--- src/rtl/tt_pkg.sv ---
// Shared types and helpers for the truth-table sweep checker.
package tt_pkg;

    // Widest circuit the checker supports; the truth table is 2^MAX_N_IN bits.
    localparam int unsigned MAX_N_IN = 6;

    typedef enum logic [1:0] {
        StIdle,
        StRun,
        StFinish
    } state_e;

    // Ceiling log2, usable in constant expressions; clog2(0) = clog2(1) = 0.
    function automatic int unsigned clog2(input int unsigned value);
        int unsigned result;
        int unsigned w;
        result = 0;
        if (value > 1) begin
            w = value - 1;
            while (w > 0) begin
                w = w >> 1;
                result++;
            end
        end
        return result;
    endfunction

endpackage

--- src/rtl/tt_popcount.sv ---
// Combinational population count of a W-bit vector.
module tt_popcount
    import tt_pkg::*;
#(
    parameter int unsigned W = 8,
    localparam int unsigned CW = clog2(W + 1)
) (
    input  logic [W-1:0]  vec,
    output logic [CW-1:0] count
);

    // Sum the set bits.
    always_comb begin
        count = '0;
        for (int i = 0; i < W; i++) begin
            count = count + CW'(vec[i]);
        end
    end

endmodule

--- config.mk ---
export PLATFORM = sky130hd
export DESIGN_NAME = tt_popcount
export DESIGN_NICKNAME = d
export VERILOG_FILES = /design/src/rtl/tt_pkg.sv /design/src/rtl/tt_popcount.sv
export SDC_FILE = /design/constraint.sdc
export NUM_CORES = 1
export LEC_CHECK = 0
export CAP_MARGIN = 40
export CELL_PAD_IN_SITES_DETAIL_PLACEMENT = 1
export CELL_PAD_IN_SITES_GLOBAL_PLACEMENT = 1
export CORE_AREA = 2 2 39 41
export DETAILED_ROUTE_END_ITERATION = 10
export DIE_AREA = 0 0 41 43
export PLACE_DENSITY_LB_ADDON = 0.25
export SLEW_MARGIN = 10
export SYNTH_ARGS = -nofsm -noshare
export SYNTH_HDL_FRONTEND = slang
export SYNTH_SLANG_ARGS = --single-unit
--- constraint.sdc ---
create_clock -name vclk -period 4.14
set_clock_uncertainty 0.1 [all_clocks]
set_input_delay 0.621 -clock vclk [all_inputs]
set_output_delay 0.621 -clock vclk [all_outputs]
set_load 0.03 [all_outputs]
==> reports/qor.yml, run 1 <==
grt_max_degree: 3
seq_cells: 0
fin_tns_setup_ns: 0
final.setup.worst_slack_ns: 0.102
power.density_nw_per_um2: 342
fin_nets: 54
leakage_nw: 0.186
max_freq_mhz: 248
hold_buffers: 0
final.fill_count: 173
die_w_microns: 41
avgRoutedWirePerCell_microns: 6.42
gp_congestion: 0.607
pwr-share-clk_pct: 0
min_path_type: "primary input to output port"
synth_cell_types: 6
min_period_ns: 4.04
combPwrFrac_pct: 100.0
yosys_warnings: 0
ant_nets: 0
routed_wl_microns: 340
finalCritPeriodShare_pct: 97.5
cp.arrival_ns: 3.32
grt_pass1_wl_microns: 531
std_cell_rows: 14
num_io_pins: 12
synth_top_area_share_pct: 42.1
crit_family: "adder cells"
overflow: 0
top_usage_layer: "met2"
p_sw_uw: 62.4
portBuffers: 12
syn-instance-count: 24
endpoint_kind: "output port"
max-vdd-ir-drop_uv: 80.4
die-area_sq_um: 1760
yosysTopAreaCell: "fa_1"
drive_above_1_share_pct: 27.0
tightest_slew_ns: 0.120
seq_area_sq_um: 0
vias_per_cell: 3.40
grt_util_met1_pct: 2.91
setup_viol: 0
n_antenna_cell: 0
startpoint_type: "primary input"
path_class: "primary input to output port"
maxSlewHeadroom_pct: 92.0
drt_iter0_drc: 0
maxSlewViolCount: 0
vias: 180
cp_slowest_stage_delay_ns: 0.56
ys_seq_area_share_pct: 0
hold_viol_final: 0
synthTopCellsByArea: "fa_1 (42%), inv_1 (28%), ha_1 (20%), xnor2_1 (4.6%), nor2b_1 (3.3%)"
use_met3_pct: 0
syn2layout_area_growth_pct: 75.0
grtUsageMet2_pct: 9.38
worst-path-buf-inv: 6
multi_input_area_sq_um: 143
design_area_sq_um: 333
synth_nets: 39
synthesis.area_sq_um: 190
antenna_found_initial: 0
dp_hpwl_microns: 330
grt_usage_pct: 3.92
rsz0062_at_grt: "no"
swShare_pct: 54.7
max_cap_violations: 0
core_area_sq_um: 1380
crit_fanout: 2
status: "complete, no violations"
avgSynthCellArea_sq_um: 7.92
initial_core_util_pct: 13.7
place_ws_ns: -0.127
cp_cell_sequence: "dlygate4sd2_1, inv_2, fa_1, fa_1, fa_1, inv_1, ha_2, inv_2, fa_2, inv_2, buf_6"
grt_pass1_vias: 180
intPower_uw: 51.6
seqPwrFrac_pct: 0
crit_path_top_delay_cell: "fa_2"
critPathRequiredTime_ns: 3.42
dpl_cell_area_sq_um: 320
nClkBuffers: 0
die_h_microns: 43
drt_pass1_iterations: 1
drc: 0
hold_ws_ns: 1.90
cell families after synthesis:
group	share of synthesized area, %
simple gates	3.29
buf+inv	27.6
xor+xnor	4.61
fa+ha+maj	61.8
compound gates	2.63
per-layer routing:
metal,vias up,wire [microns]
met5,-,0
met2,7,195
met1,85,112
li1,88,-
met3,0,32
met4,0,0
cell usage after synthesis:
cell,count
inv_1,14
fa_1,4
ha_1,3
a21oi_1,1
nor2b_1,1
xnor2_1,1
power groups by stage:
stage	sequential, mW	clock, mW	combinational (mW)
after global routing	0	0	0.127
after global placement	0	0	0.102
after detailed placement	0	0	0.105
after CTS	0	0	0.117
after floorplan	0	0	0.0687
final	0	0	0.114
tightest hold or removal path, delay by kind of cell:
| family | cells | cell delay [ns] |
|---|---|---|
| fa+ha+maj | 1 | 0.16 |
| buf+inv | 2 | 0.61 |
per-stage QoR:
stage	utilization [%]	cells	power [mW]
2_1_floorplan	-	24	0.0687
3_3_place_gp	23.1	52	0.102
3_5_place_dp	23.1	52	0.105
4_1_cts	24.1	53	0.117
5_1_grt	24.1	53	0.127
6_report	24.1	53	0.114
final timing paths:
kind / start / to / slack (ns) / cells after the start
max: vec[3] / count[1] / 0.10 / 11
min: vec[2] / count[0] / 1.90 / 3
layout make-up:
class | instances | share of cell area, %
inverters | 14 | 15.8
multi-input cells | 10 | 42.9
well taps | 16 | 6.02
repair buffers | 13 | 35.3
placed cells by master (no fill, tap or decap):
| cell type | count |
|---|---|
| a21oi_1 | 1 |
| buf_4 | 4 |
| buf_6 | 1 |
| clkdlybuf4s50_1 | 5 |
| dlygate4sd2_1 | 3 |
| fa_1 | 3 |
| fa_2 | 1 |
| ha_1 | 2 |
| ha_2 | 1 |
| inv_1 | 11 |
| inv_2 | 3 |
| nor2b_1 | 1 |
| xnor2_1 | 1 |
repair_timing:
item                       CTS  global route
pin swaps                    5             2
setup buffers                1             0
resized for setup            9             0
setup endpoints to repair    2             2
No activity file was read; power rests on OpenSTA's default activity.
==> run 2: changes to the inputs <==
GPL_ROUTABILITY_DRIVEN = 0   (was default)
==> results of run 2 <==
The final DEF is identical to that of run 1; final timing and power are the same.
==> run 3: changes to the inputs <==
GPL_ROUTABILITY_DRIVEN = default   (was 0)
==> results of run 3 <==
The final DEF is identical to that of run 1; final timing and power are the same.
